<file path="src/rtl/crc32_frame_tx.sv">
// rtl/crc32_frame_tx.sv - byte-to-bit framer feeding a bit-serial CRC-32/MPEG-2 stage, appends CRC MSB first
module crc32_frame_tx #(
    parameter int INVERT_CRC = 0,
    parameter int CRC_WIDTH  = 32
) (
    input  logic                 clk_in,
    input  logic                 rst_n_in,
    input  logic [7:0]           byte_in,
    input  logic                 byte_valid_in,
    input  logic                 byte_last_in,
    output logic                 byte_ready_out,
    output logic                 crc_clear_out,
    output logic                 crc_valid_out,
    output logic                 crc_bit_out,
    input  logic [CRC_WIDTH-1:0] crc_in,
    output logic                 tx_valid_out,
    output logic                 tx_bit_out,
    output logic                 tx_last_out
);

    localparam int CW = $clog2(CRC_WIDTH);

    typedef enum logic [2:0] {
        S_IDLE,
        S_CLEAR,
        S_DATA,
        S_WAIT,
        S_SETTLE,
        S_CRC
    } state_t;

    state_t               state_q, state_d;
    logic [7:0]           shift_q, shift_d;
    logic                 last_q, last_d;
    logic [CW-1:0]        cnt_q, cnt_d;
    logic [CRC_WIDTH-1:0] crcreg_q, crcreg_d;

    logic ready_q, ready_d;
    logic clear_q, clear_d;
    logic cvalid_q, cvalid_d;
    logic cbit_q, cbit_d;
    logic tvalid_q, tvalid_d;
    logic tbit_q, tbit_d;
    logic tlast_q, tlast_d;

    logic accept;

    assign accept = byte_valid_in && ready_q;

    always_comb begin
        state_d  = state_q;
        shift_d  = shift_q;
        last_d   = last_q;
        cnt_d    = cnt_q;
        crcreg_d = crcreg_q;
        case (state_q)
            S_IDLE: begin
                if (accept) begin
                    shift_d = byte_in;
                    last_d  = byte_last_in;
                    cnt_d   = CW'(7);
                    state_d = S_CLEAR;
                end
            end
            S_CLEAR: state_d = S_DATA;
            S_DATA: begin
                shift_d = {shift_q[6:0], 1'b0};
                cnt_d   = cnt_q - CW'(1);
                if (cnt_q == '0) begin
                    if (last_q) begin
                        state_d = S_SETTLE;
                    end else if (accept) begin
                        shift_d = byte_in;
                        last_d  = byte_last_in;
                        cnt_d   = CW'(7);
                    end else begin
                        state_d = S_WAIT;
                    end
                end
            end
            S_WAIT: begin
                if (accept) begin
                    shift_d = byte_in;
                    last_d  = byte_last_in;
                    cnt_d   = CW'(7);
                    state_d = S_DATA;
                end
            end
            S_SETTLE: begin
                // The CRC stage has absorbed the final payload bit by now.
                crcreg_d = (INVERT_CRC != 0) ? ~crc_in : crc_in;
                cnt_d    = CW'(CRC_WIDTH - 1);
                state_d  = S_CRC;
            end
            S_CRC: begin
                crcreg_d = {crcreg_q[CRC_WIDTH-2:0], 1'b0};
                cnt_d    = cnt_q - CW'(1);
                if (cnt_q == '0) begin
                    state_d = S_IDLE;
                end
            end
            default: state_d = S_IDLE;
        endcase
    end

    // Outputs are decoded from next-state values so they land in flops alongside the state.
    always_comb begin
        ready_d  = (state_d == S_IDLE) || (state_d == S_WAIT) ||
                   ((state_d == S_DATA) && (cnt_d == '0) && !last_d);
        clear_d  = (state_d == S_CLEAR);
        cvalid_d = (state_d == S_DATA);
        cbit_d   = (state_d == S_DATA) && shift_d[7];
        tvalid_d = (state_d == S_DATA) || (state_d == S_CRC);
        tbit_d   = 1'b0;
        if (state_d == S_DATA) begin
            tbit_d = shift_d[7];
        end else if (state_d == S_CRC) begin
            tbit_d = crcreg_d[CRC_WIDTH-1];
        end
        tlast_d  = (state_d == S_CRC) && (cnt_d == '0);
    end

    always_ff @(posedge clk_in or negedge rst_n_in) begin
        if (!rst_n_in) begin
            state_q  <= S_IDLE;
            shift_q  <= '0;
            last_q   <= 1'b0;
            cnt_q    <= '0;
            crcreg_q <= '0;
            ready_q  <= 1'b1;
            clear_q  <= 1'b0;
            cvalid_q <= 1'b0;
            cbit_q   <= 1'b0;
            tvalid_q <= 1'b0;
            tbit_q   <= 1'b0;
            tlast_q  <= 1'b0;
        end else begin
            state_q  <= state_d;
            shift_q  <= shift_d;
            last_q   <= last_d;
            cnt_q    <= cnt_d;
            crcreg_q <= crcreg_d;
            ready_q  <= ready_d;
            clear_q  <= clear_d;
            cvalid_q <= cvalid_d;
            cbit_q   <= cbit_d;
            tvalid_q <= tvalid_d;
            tbit_q   <= tbit_d;
            tlast_q  <= tlast_d;
        end
    end

    assign byte_ready_out = ready_q;
    assign crc_clear_out  = clear_q;
    assign crc_valid_out  = cvalid_q;
    assign crc_bit_out    = cbit_q;
    assign tx_valid_out   = tvalid_q;
    assign tx_bit_out     = tbit_q;
    assign tx_last_out    = tlast_q;

endmodule

</file>
<file path="config.mk">
export PLATFORM = sky130hd
export DESIGN_NAME = crc32_frame_tx
export DESIGN_NICKNAME = d
export VERILOG_FILES = /design/src/rtl/crc32_frame_tx.sv
export SDC_FILE = /design/constraint.sdc
export NUM_CORES = 1
export LEC_CHECK = 0
export ABC_CLOCK_PERIOD_IN_PS = 2800
export BUFFER_PORTS_ARGS = -buffer_cell sky130_fd_sc_hd__buf_2
export CORE_UTILIZATION = 30
export CTS_BUF_LIST = sky130_fd_sc_hd__clkbuf_8
export DETAILED_ROUTE_END_ITERATION = 7
export RECOVER_POWER = 50
export SYNTH_ARGS = -nofsm -noshare
export SYNTH_HDL_FRONTEND = slang
export SYNTH_SLANG_ARGS = --single-unit
</file>
<file path="constraint.sdc">
create_clock -name clk_in -period 2.8 [get_ports clk_in]
set_input_delay 0.14 -clock clk_in [delete_from_list [all_inputs] [get_ports clk_in]]
set_output_delay 0.14 -clock clk_in [all_outputs]
set_load 0.005 [all_outputs]
</file>
=== Word-level counts from Yosys, hierarchy flattened ===
Cells that the tools add are included.

* Logic and storage cells: 67
* Bits of input ports: 44
* Output and inout bits: 7
* Bits in registers: 56

* Multiplexer cells: 25
* Reductions and logical operators: 17
* $add $sub $neg: 1
* Eq/ne operators: 10

{| class="wikitable"
|+ Operators by type and width
! cell !! number
|-
| $pmux W32 S2 || 1
|-
| $mux W8 || 4
|-
| $mux W5 || 4
|-
| $pmux W5 S4 || 1
|-
| $mux W3 || 6
|-
| $pmux W3 S6 || 1
|-
| $pmux W8 S2 || 1
|-
| $eq A3 B2 Y1 const B || 4
|-
| $logic_not A5 Y1 || 2
|-
| $eq A3 B3 Y1 const B || 3
|-
| $eq A3 B1 Y1 const B || 2
|-
| $logic_not A3 Y1 || 2
|-
| $mux W1 || 6
|-
| $logic_and A1 B1 Y1 || 5
|-
| $sub A5 B1 Y5 const B || 1
|-
| $reduce_bool A2 Y1 || 2
|-
| $logic_or A1 B1 Y1 || 3
|-
| $ne A2 B1 Y1 const B || 1
|-
| $pmux W1 S2 || 1
|-
| $reduce_and A2 Y1 || 1
|-
| $reduce_or A2 Y1 || 1
|-
| $logic_not A1 Y1 || 1
|}

=== Depth between registers and ports, before layout ===
* Word-level depth: 9
* Depth in mapped cells: 9
* Depth with buffers taken out: 8

=== Least setup slack after synthesis ===
Ideal clock, no wire load.

* Path kind: reg2reg
* From: register cnt_q[0]
* To: register ready_q (netlist: byte_ready_out)
* Data arrival time: 2.353 ns
* Period minus slack after synthesis: 2.451 ns
* Slack: 0.349 ns
* Buffers on the path: 1
* Setup time: 0.097 ns
* Data required time: 2.703 ns
* Cell stages (with the launch flop): 10
* Cells stage by stage: dfrtp_1 -> inv_1 -> ha_1 -> or4b_1 -> buf_2 -> o311a_4 -> nand2b_4 -> a221oi_2 -> nand4_1 -> o41ai_2

* Cells in the longest elaborated chain, start to end: 9
* Elaborated cells between the ends (all ways): 21
* Classes of those cells: add/sub: 1; eq/ne: 2; mux: 10; reduce/logical: 8

{| class="wikitable"
|+ RTL lines
! what !! line !! text
|-
| start, declared || 35 || <nowiki>logic [CW-1:0] cnt_q, cnt_d;</nowiki>
|-
| start signal, assigned || 141 || <nowiki>cnt_q <= cnt_d;</nowiki>
|-
| $sub A5 B1 Y5 || 68, 97 ||
|-
| $mux W5 || 72 || <nowiki>end else if (accept) begin</nowiki>
|-
| $mux W5 || 70 || <nowiki>if (last_q) begin</nowiki>
|-
| $mux W5 || 69 || <nowiki>if (cnt_q == '0) begin</nowiki>
|-
| $pmux W5 S4 || 56 || <nowiki>case (state_q)</nowiki>
|-
| $logic_not A5 Y1 || 109 || <nowiki>((state_d == S_DATA) && (cnt_d == '0) && !last_d);</nowiki>
|-
| $logic_and A1 B1 Y1 (2 in series) || 109 ||
|-
| $logic_or A1 B1 Y1 (*) || 108 || <nowiki>ready_d = (state_d == S_IDLE) || (state_d == S_WAIT) ||</nowiki>
|-
| named net ready_d || 38 || <nowiki>logic ready_q, ready_d;</nowiki>
|-
| end signal, assigned || 143 || <nowiki>ready_q <= ready_d;</nowiki>
|-
| end, declared || 38 ||
|}

The timed path passes the listed nets; every way through them passes the cells marked *.
A chain may end at the register's enable or synchronous reset.

=== Worst setup path after layout ===
Ends and elaborated chain as after synthesis.

==> results.json <==
{
  "status": "finished, violations left",
  "violations": "design-rule violations",
  "syn_area_um2": 2793,
  "final_common_cell": "dfrtp_1",
  "cts_tree": "done",
  "synth_nets": 326,
  "antenna_found_initial": 0,
  "final.setup_skew_ns": 0.01535,
  "yosys-top-cells-area": "dfrtp_1, mux2i_1, o21ai_0",
  "start_util": 0.3156,
  "cts_resized": 0,
  "diodes": 0,
  "netlist_instances": 281,
  "hold_start": "byte_in[0]",
  "hold_viol_final": 0,
  "num-nets-final": 371,
  "clkSinkCount": 56,
  "whs_ns": 0.03744,
  "hpwl_mm": 4.428,
  "grt_max_degree": 64,
  "cts_made_buffers": 5,
  "min_path_type": "primary input to flip-flop",
  "sw_frac_of_total": 0.3703,
  "power.switching_mw": 0.9201,
  "fmax_mhz": 381.4,
  "grt_pass1_vias": 2222,
  "seq_power_share": 0.428,
  "p_int_mw": 1.565,
  "stdcell_area_um2": 3252,
  "worst_slack_ns": 0.1778,
  "synth_edf_count": 0,
  "seq_area_frac_synth": 0.5022,
  "max-cap-violations": 0,
  "setup_violations": 0,
  "synthToLayoutAreaGrowth_pct": 16.44,
  "postRouteAntennaNets": 0,
  "h-tree-depth": 2,
  "drt_iter0_drc": 118,
  "slowest_delay_ns": 0.51,
  "netlist.area_leader.share": 0.4928,
  "place_ws_ns": 0.1917,
  "final_cell_mix": "dfrtp_1, buf_2, nand2_1, o21ai_0, mux2i_1",
  "fp-row-count": 34,
  "yosysUniqueCellTypes": 46,
  "grt.overflow.total": 0,
  "vias_per_cell": 4.968,
  "dieArea_um2": 9698,
  "clk_latency_ns": 0.31,
  "hold_depth": 2,
  "post_cts_buffers": 0,
  "leakagePower_nw": 1.565,
  "path_clk_slew_ns": 0.11,
  "drv_slew": 0,
  "power_density_nw_per_um2": 764.1,
  "die_w_um": 98.48,
  "port_buffers": 50,
  "synthFlopType": "dfrtp_1",
  "hold_end": "shift_q[0]$_DFFE_PN0P_",
  "synth_area_per_cell_um2": 9.938,
  "power_mw": 2.485,
  "vias": 2161,
  "yosysTopAreaCell": "dfrtp_1",
  "dpl_cell_area_um2": 3159,
  "arrival_ns": 2.85,
  "min_period_over_period": 0.9365,
  "clockRootBuffer": "clkbuf_8",
  "worst_pin_slew_ns": 1.019,
  "worstSetupPathType": "flip-flop to flip-flop",
  "fin_crit_ns": 2.622,
  "gp_congestion": 0.8621,
  "fin_tns_setup_ns": 0,
  "worst-path-stages": 8,
  "critPathMaxFanout": 8,
  "grt_pass1_wl_mm": 10.68,
  "grt_usage": 0.1373,
  "wirelength_mm": 6.074,
  "crit_slowest_cell": "or4b_1",
  "yosysWarningCount": 0,
  "rrSetupSlack_ns": 0.18,
  "synthArstFlopShare": 1.000,
  "cts_buffer_depth": 2,
  "cp.required_ns": 3.03,
  "timing.critical_path.cells": "inv_1 > ha_1 > or4b_1 > o311a_4 > nand2b_4 > a221oi_2 > nand4_1 > o41ai_2",
  "start_kind": "flip-flop",
  "drc_errors": 1,
  "rr_endpoint": "byte_ready_out$_DFF_PN1_",
  "r2r.worst_path.cells": 8,
  "path_delay_family": "compound AO/OA/AOI/OAI gates",
  "drive_above_1_share": 0.2110,
  "boundaryPins": 51,
  "ys_ff_latch": 56,
  "crit_path_end_kind": "flip-flop",
  "power_frac_comb": 0.388,
  "clkPwrFrac": 0.184,
  "rsz0062_at_grt": "no",
  "design.core.area_um2": 8848,
  "wl_per_cell_um": 13.96,
  "fp.dieH_um": 98.48,
  "critPathBufInv": 1,
  "relSlewSlack": 0.3209,
  "drt-pass1-iter-count": 6,
  "max-vdd-ir-drop_uv": 249.0,
  "r2r_start": "cnt_q[0]$_DFF_PN0_"
}
[synthesized netlist by cell type, types with 2 or more instances]
library cell	n
a21oi_1	11
a222oi_1	6
nor2b_1	2
nor3b_1	3
buf_1	2
a22oi_1	3
buf_2	3
clkbuf_1	16
inv_1	14
mux2i_1	31
nand2_1	42
dfrtp_1	55
a2111oi_0	2
a211oi_1	3
a21o_1	3
nand2b_1	4
o21ai_0	36
o22ai_1	2
nor2_1	12
a22o_1	3
nor3_1	3
[power groups by stage]
| stage | registers (mW) | logic, mW | clock network (mW) |
|---|---|---|---|
| 2_1_floorplan | 1.03 | 0.762 | 0 |
| 3_3_place_gp | 1.08 | 0.955 | 0 |
| 3_5_place_dp | 1.08 | 0.978 | 0 |
| 4_1_cts | 1.06 | 0.984 | 0.482 |
| 5_1_grt | 1.09 | 1.09 | 0.511 |
| 6_report | 1.06 | 0.964 | 0.458 |
[sequential cells by signal, indices dropped and copies added, names as in the netlist, 3 cells and up]
register,count
crcreg_q,32
shift_q,8
cnt_q,5
state_q,3
[what timing repair did]
action / 4_1_cts / 5_1_grt
hold buffers: 1 / 0
endpoints found under the hold margin: 36 / 0
endpoints found under the setup margin: 0 / 0
[per-layer routing]
| layer | up-vias | global-route usage | share of wire |
|---|---|---|---|
| met5 | - | 0 | 0 |
| met4 | 0 | 0.03100 | 0.0058 |
| met3 | 4 | 0.02979 | 0.048 |
| met2 | 42 | 0.2329 | 0.48 |
| met1 | 1021 | 0.1800 | 0.47 |
| li1 | 1094 | - | - |
[kinds of logic after synthesis]
| kind of cell | after synthesis | share of synthesized area |
|---|---|---|
| compound gates | 82 | 0.2052 |
| simple gates | 75 | 0.1254 |
| flops | 56 | 0.5022 |
| buf+inv | 35 | 0.04839 |
| mux | 31 | 0.1111 |
| xor+xnor | 1 | 0.003137 |
| fa+ha+maj | 1 | 0.004480 |
[cell type report]
cell class                 count  area [um^2]
clock buffer                   5        68.82
clock inverter                 3        22.52
fill                         934         5597
inverter                      14        52.55
multi-input combinational    190         1257
sequential                    56         1404
tap                          108        135.1
timing repair buffer          59        311.5
[worst max-delay path by stage]
stage | slack (ns) | startpoint | endpoint
final | 0.18 | cnt_q[0]$_DFF_PN0_ | byte_ready_out$_DFF_PN1_
after detailed placement | 0.19 | cnt_q[0]$_DFF_PN0_ | byte_ready_out$_DFF_PN1_
after global routing | 0.01 | cnt_q[0]$_DFF_PN0_ | byte_ready_out$_DFF_PN1_
after global placement | 0.29 | cnt_q[0]$_DFF_PN0_ | byte_ready_out$_DFF_PN1_
after floorplan | 0.35 | cnt_q[0]$_DFF_PN0_ | byte_ready_out$_DFF_PN1_
after CTS | 0.18 | cnt_q[0]$_DFF_PN0_ | byte_ready_out$_DFF_PN1_
[metrics by stage]
stage	std cells	util
floorplan	281	-
global placement	426	0.3570
detailed placement	426	0.3570
CTS	435	0.3685
global route	435	0.3675
finish	435	0.3675
(Power assumes the default switching activity.)
